--- src/rtl/seq_alu.sv ---
// seq_alu: registered ALU with valid/ready input, out_valid pulse and persistent C/Z/N/V flags.
// Define ALU_MUL_EN to build the Width-cycle shift-add multiplier (OpCode 1001) and its MUL_BUSY state.
module seq_alu #(
  parameter int Width = 8
) (
  input  logic             clk,
  input  logic             rstn,
  input  logic             in_valid,
  output logic             in_ready,
  input  logic [Width-1:0] A,
  input  logic [Width-1:0] B,
  input  logic [3:0]       OpCode,
  input  logic [1:0]       ra,
  output logic             out_valid,
  output logic [Width-1:0] Out,
  output logic [Width-1:0] Hi,
  output logic             C,
  output logic             Z,
  output logic             N,
  output logic             V
);
  localparam int M = Width - 1;
  localparam logic [Width:0] ONE = (Width+1)'(1);

  logic [Width-1:0] out_q, out_d, hi_q, hi_d;
  logic             c_q, c_d, z_q, z_d, n_q, n_d, v_q, v_d;
  logic             valid_q, valid_d;
  logic             accept, upd_zn;
  logic [Width:0]   sum, ext_a, ext_b, ext_c;

  assign ext_a = {1'b0, A};
  assign ext_b = {1'b0, B};
  assign ext_c = {{Width{1'b0}}, c_q};

`ifdef ALU_MUL_EN
  localparam int CntW = (Width > 1) ? $clog2(Width) : 1;

  typedef enum logic {IDLE, MUL_BUSY} state_t;
  state_t               state_q, state_d;
  logic [CntW-1:0]      cnt_q, cnt_d;
  logic [Width-1:0]     mcand_q, mcand_d;
  logic [2*Width-1:0]   prod_q, prod_d, prod_nx;
  logic [Width:0]       mul_sum;
  logic                 mul_start, mul_done;

  assign mul_start = accept && (OpCode == 4'b1001);
  assign mul_done  = (state_q == MUL_BUSY) && (cnt_q == CntW'(Width - 1));

  always_ff @(posedge clk) begin
    if (!rstn) state_q <= IDLE;
    else       state_q <= state_d;
  end

  always_comb begin
    state_d = state_q;
    case (state_q)
      IDLE:     if (mul_start) state_d = MUL_BUSY;
      MUL_BUSY: if (mul_done)  state_d = IDLE;
      default:  state_d = IDLE;
    endcase
  end

  always_comb begin
    in_ready = (state_q == IDLE);
  end

  // Low half of prod holds the remaining multiplier bits; product shifts in from the top.
  always_comb begin
    mul_sum = {1'b0, prod_q[2*Width-1:Width]} + (prod_q[0] ? {1'b0, mcand_q} : '0);
    prod_nx = {mul_sum, prod_q[Width-1:1]};
    cnt_d   = cnt_q;
    mcand_d = mcand_q;
    prod_d  = prod_q;
    if (mul_start) begin
      cnt_d   = '0;
      mcand_d = A;
      prod_d  = {{Width{1'b0}}, B};
    end else if (state_q == MUL_BUSY) begin
      cnt_d  = cnt_q + CntW'(1);
      prod_d = prod_nx;
    end
  end

  always_ff @(posedge clk) begin
    if (!rstn) begin
      cnt_q   <= '0;
      mcand_q <= '0;
      prod_q  <= '0;
    end else begin
      cnt_q   <= cnt_d;
      mcand_q <= mcand_d;
      prod_q  <= prod_d;
    end
  end
`else
  assign in_ready = 1'b1;
`endif

  assign accept = in_valid && in_ready;

  always_comb begin
    out_d   = out_q;
    hi_d    = hi_q;
    c_d     = c_q;
    z_d     = z_q;
    n_d     = n_q;
    v_d     = v_q;
    valid_d = 1'b0;
    upd_zn  = 1'b0;
    sum     = '0;
    if (accept) begin
      valid_d = 1'b1;
      hi_d    = '0;
      out_d   = B;
      case (OpCode)
        4'b0010: begin
          sum = ext_a + ext_b;
          out_d = sum[M:0]; c_d = sum[Width]; upd_zn = 1'b1;
          v_d = (A[M] == B[M]) && (sum[M] != A[M]);
        end
        4'b0011: begin
          sum = ext_a - ext_b;
          out_d = sum[M:0]; c_d = sum[Width]; upd_zn = 1'b1;
          v_d = (A[M] != B[M]) && (sum[M] != A[M]);
        end
        4'b0111: begin
          case (ra)
            2'd0: begin
              sum = ext_a + ext_b + ext_c;
              out_d = sum[M:0]; c_d = sum[Width]; upd_zn = 1'b1;
              v_d = (A[M] == B[M]) && (sum[M] != A[M]);
            end
            2'd1: begin
              sum = ext_a - ext_b - ext_c;
              out_d = sum[M:0]; c_d = sum[Width]; upd_zn = 1'b1;
              v_d = (A[M] != B[M]) && (sum[M] != A[M]);
            end
            default: ;
          endcase
        end
        4'b0100: begin out_d = A & B; upd_zn = 1'b1; end
        4'b0101: begin out_d = A | B; upd_zn = 1'b1; end
        4'b0110: begin
          case (ra)
            2'd0:    begin out_d = {B[M-1:0], c_q}; c_d = B[M]; end
            2'd1:    begin out_d = {c_q, B[M:1]};   c_d = B[0]; end
            2'd2:    begin out_d = out_q; c_d = 1'b1; end
            default: begin out_d = out_q; c_d = 1'b0; end
          endcase
        end
        4'b1000: begin
          upd_zn = 1'b1;
          case (ra)
            2'd0: out_d = ~B;
            2'd1: begin sum = {1'b0, ~B} + ONE; out_d = sum[M:0]; end
            2'd2: begin
              sum = ext_b + ONE;
              out_d = sum[M:0]; c_d = sum[Width]; v_d = ~B[M] & sum[M];
            end
            default: begin
              sum = ext_b - ONE;
              out_d = sum[M:0]; c_d = sum[Width]; v_d = B[M] & ~sum[M];
            end
          endcase
        end
`ifdef ALU_MUL_EN
        4'b1001: begin
          valid_d = 1'b0;
          out_d   = out_q;
          hi_d    = hi_q;
        end
`endif
        default: ;
      endcase
    end
`ifdef ALU_MUL_EN
    if (mul_done) begin
      valid_d = 1'b1;
      out_d   = prod_nx[M:0];
      hi_d    = prod_nx[2*Width-1:Width];
      z_d     = (prod_nx == '0);
      n_d     = prod_nx[2*Width-1];
      c_d     = (prod_nx[2*Width-1:Width] != '0);
    end
`endif
    if (upd_zn) begin
      z_d = (out_d == '0);
      n_d = out_d[M];
    end
  end

  always_ff @(posedge clk) begin
    if (!rstn) begin
      out_q   <= '0;
      hi_q    <= '0;
      c_q     <= 1'b0;
      z_q     <= 1'b0;
      n_q     <= 1'b0;
      v_q     <= 1'b0;
      valid_q <= 1'b0;
    end else begin
      out_q   <= out_d;
      hi_q    <= hi_d;
      c_q     <= c_d;
      z_q     <= z_d;
      n_q     <= n_d;
      v_q     <= v_d;
      valid_q <= valid_d;
    end
  end

  assign Out       = out_q;
  assign Hi        = hi_q;
  assign C         = c_q;
  assign Z         = z_q;
  assign N         = n_q;
  assign V         = v_q;
  assign out_valid = valid_q;

endmodule

--- config.mk ---
export PLATFORM = sky130hd
export DESIGN_NAME = seq_alu
export DESIGN_NICKNAME = d
export VERILOG_FILES = /design/src/rtl/seq_alu.sv
export SDC_FILE = /design/constraint.sdc
export NUM_CORES = 1
export LEC_CHECK = 0
export ABC_AREA = 1
export CORE_MARGIN = 2
export CORE_UTILIZATION = 40
export DETAILED_ROUTE_END_ITERATION = 16
export GPL_TIMING_DRIVEN = 0
export PLACE_DENSITY = 0.61
export SLEW_MARGIN = 40
export SYNTH_ARGS = -nofsm -noshare
export SYNTH_HDL_FRONTEND = slang
export SYNTH_SLANG_ARGS = --single-unit
--- constraint.sdc ---
create_clock -name clk -period 3.2 [get_ports clk]
set_clock_uncertainty 0.2 [all_clocks]
set_input_delay 0.64 -clock clk [delete_from_list [all_inputs] [get_ports clk]]
set_output_delay 0.64 -clock clk [all_outputs]
set_load 0.02 [all_outputs]
[Word-level counts from Yosys, hierarchy flattened]
Index checks and enable logic that the tools add are counted.
Storage, ports and cells
  register bits after elaboration: 13
  input port bits: 25
  output and inout port bits: 22
Operators by class
  muxes and demuxes: 16
  bitwise gates (word level): 7
  equality and inequality tests: 17
  add/subtract/negate cells: 7
  reductions and logical operators: 12
Operators by type and width (number)
  8-bit one-hot mux with 7 select lines: 1
  8-bit one-hot mux with 2 select lines: 2
  8-bit one-hot mux with 3 select lines: 1
  4-bit by 3-bit equality test with 1-bit output (second input constant): 4
  1-bit one-hot mux with 2 select lines: 5
  8-bit by 1-bit adder with 9-bit output (second input constant): 1
  8-bit by 8-bit adder with 9-bit output: 1
  9-bit by 1-bit adder with 9-bit output: 1
  8-bit by 1-bit subtractor with 9-bit output (second input constant): 1
  8-bit by 8-bit subtractor with 9-bit output: 1
  9-bit by 1-bit subtractor with 9-bit output: 1
  8-bit by 1-bit adder with 8-bit output (second input constant): 1
  8-bit AND: 1
  4-bit by 2-bit equality test with 1-bit output (second input constant): 2
  8-bit logical NOT: 1
  8-bit two-way mux: 1
  8-bit NOT: 1
  8-bit OR: 1
  4-bit AND reduction: 2
  1-bit != test: 5
  1-bit one-hot mux with 5 select lines: 1
  5-bit nonzero test: 1
  5-bit OR reduction: 1
  4-bit equality test (second input constant): 1
  other kinds (14): 21

[Depth between registers and ports, before layout]
Gate-level depths: netlist of the first run.
  depth after elaboration: 6
  mapped depth: 22

[Worst setup path after synthesis of the first run]
OpenSTA, ideal clock, no wires.
  kind: input -> register
  start: input port A[0]
  end: register z_q, in the netlist Z
  library setup time: 0.071 ns
  data arrival time: 2.727 ns
  stages on the path: 19
  path slack: 0.203 ns
  buffers on the path: 0
  cell sequence: ha_1 fa_1 ha_1 inv_1 nand2_1 nand2_1 inv_1 nand2_1 nand2_1 nand3b_1 a21oi_1 nand2_1 nor2_1 nand2_1 nor2_1 nand2_1 nor2_1 nand2_1 a21oi_1
On the way
  word-level cells in the longest chain between the ends: 6
  elaborated cells on any way between the ends: 10
  classes of those cells: add/sub (4); mux (3); bitwise (2); reduce/logical (1)
Ends and longest elaborated chain
  start: declaration: RTL line 10  | input logic [Width-1:0] A,
  8-bit by 8-bit subtractor with 9-bit output / 8-bit by 8-bit adder with 9-bit output (equally long branches)
  9-bit by 1-bit subtractor with 9-bit output / 9-bit by 1-bit adder with 9-bit output (equally long branches): RTL line 134, 129
  8-bit one-hot mux with 2 select lines: RTL line 127  | case (ra)
  8-bit one-hot mux with 7 select lines (*): RTL line 115  | case (OpCode)
  8-bit two-way mux (*): RTL line 111  | if (accept) begin
  8-bit logical NOT (*): RTL line 187  | z_d = (out_d == '0);
  end signal: assignment: RTL line 205  | z_q <= z_d;
  end: declaration: RTL line 26  | logic c_q, c_d, z_q, z_d, n_q, n_d, v_q, v_d;
Every way passes the cells marked *; elsewhere a longest branch is shown, timed or not.
A chain may end at the register's enable or synchronous reset.

[Worst setup path after layout of the first run]
  start: input port OpCode[0]
  end: register z_q, in the netlist Z
On the way
  word-level cells in the longest chain between the ends: 4
  elaborated cells on any way between the ends: 13
  classes of those cells: eq/ne (7); mux (4); reduce/logical (2)
Ends and longest elaborated chain
  start: declaration: RTL line 12  | input logic [3:0] OpCode,
  4-bit equality test (tied with other cells): RTL line 115
  8-bit one-hot mux with 7 select lines / 5-bit OR reduction (equally long branches)
  8-bit two-way mux / 1-bit one-hot mux with 2 select lines (equally long branches): RTL line 111, 115
  8-bit logical NOT / 1-bit two-way mux (equally long branches): RTL line 187, 111
Parallel ways exist; a longest one is shown, timed or not.

==> results of run 1 <==
## path summary, 6_finish.rpt
path / end / depth (start not counted)
setup / recovery: Z / 15
hold / removal: Z / 2
setup reg to reg: Z / 18
hold reg to reg: Z / 2
## cells in the mapped netlist (3+ instances only)
cell type / number / area, um2
xor2_1: 6 / 52.55
nor2_1: 85 / 319.1
buf_4: 12 / 90.09
nand3_1: 92 / 460.4
o21ai_0: 33 / 165.2
o211ai_1: 6 / 45.04
nand4_1: 8 / 50.05
nand2_2: 3 / 18.77
inv_1: 81 / 304.0
nor3_1: 5 / 25.02
dfxtp_1: 13 / 260.3
inv_2: 3 / 11.26
nand2_1: 202 / 758.2
clkbuf_1: 4 / 15.01
ha_1: 32 / 400.4
a21oi_1: 38 / 190.2
buf_2: 8 / 40.04
nand3b_1: 3 / 22.52
## registers in the layout (all words and copies together), names as in the netlist
register,flops
Out,8
C,1
N,1
V,1
Z,1
out_valid,1
## metal layers
layer	track usage, %	up-vias	wire length (um)
met3	3.367	39	880
met1	38.06	2082	5743
met4	9.390	0	397
met2	47.63	190	6131
li1	-	2236	-
met5	0	-	0
## area by class of cell
class / count / area, um2 / share of cell area (%)
multi-input combinational: 539 / 3028 / 66.57
timing repair buffer: 56 / 525.5 / 11.55
inverter: 86 / 345.3 / 7.593
sequential: 13 / 260.3 / 5.722
buffer: 26 / 212.7 / 4.677
tap: 105 / 131.4 / 2.889
clock buffer: 4 / 45.04 / 0.9904
## worst min-delay path, stage by stage, from the launching register on
cell and delay [ps]:
dfxtp_1 300, o21ai_0 90, a21oi_2 60
## metrics by stage
| step | area, um2 | power [W] |
|---|---|---|
| floorplan | 3438 | 0.0005675 |
| CTS | 4330 | 0.0009798 |
| detailed placement | 3935 | 0.0007460 |
| global placement | 3930 | 0.0007393 |
| global route | 4548 | 0.001111 |
| finish | 4548 | 0.001031 |
## logic make-up (layout without fill, tap and decap cells)
group                    count (synthesis)  after routing
adder cells (fa/ha/maj)                 34             34
AND/OR/NAND/NOR                        403            403
AO/OA/AOI/OAI                           87             87
buffers and inverters                  112            172
XOR/XNOR                                 6              6
flip-flops                              13             13
other                                    2              9
## power groups by stage
| stage | logic, W | clock network [W] | registers, W |
|---|---|---|---|
| final | 0.000693 | 0.000156 | 0.000182 |
| after global routing | 0.000761 | 0.000167 | 0.000183 |
| after CTS | 0.000637 | 0.000161 | 0.000182 |
| after detailed placement | 0.000560 | 0 | 0.000186 |
| after global placement | 0.000554 | 0 | 0.000185 |
| after floorplan | 0.000371 | 0 | 0.000196 |
## what timing repair did
item / in CTS / in global routing
setup endpoints to repair: 11 / 6
gates resized for setup: 94 / 55
buffers inserted: 14 / 5
pin swaps: 24 / 29
cloned: 0 / 1
==> results_dict.tcl, run 1 <==
set metrics [dict create \
    status "complete, no violations" \
    dp_hpwl_um 10080 \
    fin_crit_ps 3144 \
    synthDistinctLibCells 34 \
    p_per_area_mw_per_mm2 226.6 \
    tns_ps 0 \
    cp_slowest_cell "a221oi_1" \
    p_int_w 0.0005232 \
    grt_pass1_vias 4250 \
    antenna_found_initial 0 \
    wl_per_cell_um 15.87 \
    grt_overflow_total 0 \
    nNetsFinal 784 \
    worst_path_most_repeated_cell "nand2_1" \
    synthCells 657 \
    pre_cts_ws_ps -899.6 \
    pin_count 47 \
    hold_class "flip-flop to flip-flop" \
    timing.rr.start "C" \
    dr.pass1.iters 5 \
    yosys_most_used_dff "dfxtp_1" \
    ff2ff_setup_slack_ps 570 \
    grt_pass1_wl_um 20540 \
    start_kind "input pin" \
    cp.required_ps 3120 \
    cp_max_fo 8 \
    ys_warn_count 0 \
    numPortBuffers 36 \
    dieArea_mm2 0.009285 \
    muxShareOfSynthArea_pct 0 \
    max_freq_mhz 318.1 \
    switching_share_pct 49.24 \
    final_util_pct 55.08 \
    insertedDiodeCount 0 \
    crit_start "OpCode[0]" \
    path_class "input pin to flip-flop" \
    finalCritPeriodShare_pct 98.23 \
    clkSlewWorstSetupHoldPaths_ps 60 \
    grt_max_degree 12 \
    dieHeight_um 96.36 \
    hold_violations 0 \
    synthXorXnorAreaFrac_pct 1.540 \
    cts_buffers 3 \
    synth_fa_ha_area_share_pct 12.91 \
    drt_iter0_markers 275 \
    die_width_um 96.36 \
    yosys.area_share.simple_pct 49.50 \
    cap_violations 0 \
    via_per_inst 5.485 \
    synth_area_mm2 0.003412 \
    postSynth.asyncResetShare_pct 0 \
    cts_tree "built" \
    routed-via-count 4547 \
    synth_seq_cells 13 \
    rows 33 \
    final_cells 829 \
    worstHoldStart "Z" \
    drv_slew 0 \
    clk_path_buf_depth 2 \
    p_leak_nw 2.253 \
    gp_congestion 0.9645 \
    path_buf_inv 3 \
    core_area_mm2 0.008258 \
    cts_root_buf "clkbuf_8" \
    peakVddDrop_mv 0.1078 \
    critPathTopFamily "simple AND/OR/NAND/NOR gates" \
    final_common_cell "nand2_1" \
    relSlewSlack_pct 43.68 \
    arrival_ps 3060 \
    final_cell_mix "nand2_1 (183), nand3_1 (81), inv_1 (70), nor2_1 (70)" \
    grt_usage_pct 28.55 \
    worstPathCellList "clkdlybuf4s50_1 -> nand2_1 -> inv_1 -> nand2_2 -> inv_2 -> a221oi_1 -> nor2_1 -> nand2_1 -> nor2_1 -> nand2_1 -> nor2_1 -> nand2_1 -> nor2_1 -> nand2_1 -> a21oi_2" \
    setup_viol 0 \
    power_frac_seq_pct 17.7 \
    clkPwrFrac_pct 15.1 \
    drcViolationCount 0 \
    start_util_pct 41.32 \
    tightest_slew_ps 844.8 \
    layout-drive-gt1-share_pct 19.75 \
    ant_nets 0 \
    ctsHoldBuffers 0 \
    num-fill-cells 912 \
    wirelength_um 13150 \
    p_switching_w 0.0005075 \
    synth_top_family_by_area "simple AND/OR/NAND/NOR gates" \
    cts-htree-levels 1 \
    worstSetupEndpointType "flip-flop" \
    slowest_delay_ps 740 \
    synth_edf_count 0 \
    combPwrFrac_pct 67.2 \
    worst_slack_ps 56.49 \
    place_inst 805 \
    clock-sinks 13 \
    synth-seq-area-share_pct 7.627 \
    syn_to_final_growth_pct 33.30 \
    synth_compound_area_share_pct 14.01 \
    clk_latency_ps 250 \
    syn_avg_cell_area_um2 5.193 \
    holdWs_ps 308.4 \
]
No activity file was read; power rests on OpenSTA's default activity.
==> inputs of run 2 (changes only) <==
--- a/config.mk
+++ b/config.mk
@@ -11,2 +11,3 @@
 export DETAILED_ROUTE_END_ITERATION = 16
+export GPL_ROUTABILITY_DRIVEN = 0
 export GPL_TIMING_DRIVEN = 0
--- a/constraint.sdc
+++ b/constraint.sdc
@@ -4,2 +4,2 @@
 set_output_delay 0.64 -clock clk [all_outputs]
-set_load 0.02 [all_outputs]
+set_load 0.1 [all_outputs]
==> run 2 against run 1 <==
Net effect:
- non-clock buffer count is 2 higher
- worst hold slack worse by 40 ps
- design area about the same
- first-iteration DRC count rose by 42%
- clock power down 7%
- critical endpoint unchanged
- highest routed layer unchanged
==> results_dict.tcl, run 2 (synthesis results as in run 1) <==
set metrics [dict create \
    critPathCapture "Z" \
    grt_usage_pct 27.59 \
    ff2ff_setup_slack_ps 550 \
    worstSetupEndpointType "flip-flop" \
    max_freq_mhz 324.9 \
    timing.rr.start "C" \
    p_per_area_mw_per_mm2 245.3 \
    cp.required_ps 3170 \
    numPortBuffers 36 \
    finalCritPeriodShare_pct 96.20 \
    dp_hpwl_um 9692 \
    clk_path_buf_depth 2 \
    clk_latency_ps 240 \
    grt_overflow_total 0 \
    r2r_cells 18 \
    core_area_mm2 0.008258 \
    routed-via-count 4509 \
    final_util_pct 55.11 \
    dieArea_mm2 0.009285 \
    crit_start "B[0]" \
    ant_nets 0 \
    grt_max_degree 12 \
    largest_reg_flops 8 \
    status "complete, no violations" \
    cp_max_fo 5 \
    ctsHoldBuffers 0 \
    wirelength_um 12710 \
    multi_input_area_mm2 0.003083 \
    rsz0062_at_grt "true" \
    hold_violations 0 \
    pin_count 47 \
    relSlewSlack_pct 50.36 \
    regArea_um2 260.3 \
    cts_buffers 3 \
    final_cell_mix "nand2_1 (181), nand3_1 (81), inv_1 (72)" \
    grt_pass1_wl_um 20130 \
    path_class "input pin to flip-flop" \
    cap_violations 0 \
    cts_tree "built" \
    insertedDiodeCount 0 \
    clock-sinks 13 \
    grt_pass1_vias 4110 \
    arrival_ps 3050 \
    fin_crit_ps 3078 \
    start_kind "input pin" \
    dr.pass1.iters 5 \
    die_width_um 96.36 \
    antenna_found_initial 0 \
    hold_class "flip-flop to flip-flop" \
    peakVddDrop_mv 0.1453 \
    num-fill-cells 885 \
    syn_to_final_growth_pct 33.37 \
    tightest_slew_ps 741.8 \
    dieHeight_um 96.36 \
    layout-drive-gt1-share_pct 22.31 \
    drcViolationCount 0 \
    setup_viol 0 \
    nNetsFinal 786 \
    r2r-end "Z" \
    cts-htree-levels 1 \
    rows 33 \
    cts_root_buf "clkbuf_8" \
    tns_ps 0 \
    via_per_inst 5.426 \
    wl_per_cell_um 15.30 \
    p_leak_nw 2.288 \
    start_util_pct 41.32 \
    drt_iter0_markers 391 \
    whs_path_depth 2 \
    clkSlewWorstSetupHoldPaths_ps 50 \
    final_common_cell "nand2_1" \
    drv_slew 0 \
]
==> run 2: cell types whose count changed in the layout (fill, tap and decap cells not counted), sizes merged <==
cell and delta:
clkbuf +2, inv -1, clkdlybuf4s15 +1, dlymetal6s2s +2, dlygate4sd2 -2, clkdlybuf4s50 -13, buf +12, clkinvlp +1
==> run 2: layout make-up <==
type,count,area share [%]
Clock buffer,4,0.9898
Timing Repair Buffer,58,10.48
Multi-Input combinational cell,539,67.75
Tap cell,105,2.887
Sequential cell,13,5.719
Inverter,86,7.671
Buffer,26,4.509
==> run 2: what timing repair did <==
item,CTS,global route
pin swaps,21,26
cloned,1,1
buffers inserted,13,7
gates resized for setup,97,56
setup endpoints to repair,10,7
==> run 2: worst min path at each step <==
stage / end / startpoint
floorplan: out_valid / rstn
global placement: Z / Z
detailed placement: Z / Z
CTS: Z / Z
global route: Z / Z
finish: Z / Z
==> run 2: metal layers <==
metal	global-route usage (%)	vias to the layer above	wire length (um)
met2	45.83	227	5739
li1	-	2231	-
met4	6.338	0	367
met5	0	-	0
met1	37.83	2016	5419
met3	3.602	35	1185
==> run 2: report_power, final <==
group          total, W  internal, W  switching [W]
Sequential     0.000182     0.000173     0.00000860
Clock          0.000145    0.0000879      0.0000573
Combinational  0.000789     0.000255       0.000535
Total           0.00112     0.000516       0.000600
==> run 2: worst max-delay path, cell delays in order <==
cell and delay (ps):
buf_12 110, ha_4 170, fa_2 590, ha_4 210, inv_2 50, nand2_1 40, nand2_1 80, inv_1 30
nand2_1 50, nand2_1 40, nand3b_1 160, a21oi_2 150, nand2_1 90, nor2_2 120, nand2_2 70, nor2_2 100
nand2_1 70, nor2_2 100, nand2_1 50, a21oi_1 130
==> run 2: metrics by stage <==
stage | total power, W | cells | instance area [um2] | hold WS [ps] | worst slack [ps]
6_report | 0.001116 | 831 | 4551 | 268.8 | 121.7
5_1_grt | 0.001200 | 831 | 4551 | 309.8 | -157.5
4_1_cts | 0.001062 | 823 | 4313 | 282.3 | 8.253
3_5_place_dp | 0.0008342 | 805 | 3870 | 274.4 | -871.2
3_3_place_gp | 0.0008387 | 805 | 3930 | 264.9 | -839.2
2_1_floorplan | 0.0006693 | 664 | 3438 | 537.6 | 202.6
==> inputs of run 3 (changes only) <==
ABC_CLOCK_PERIOD_IN_PS = 3200   (was default)
==> results of run 3 <==
The final DEF is identical to that of run 2; final timing and power are the same.
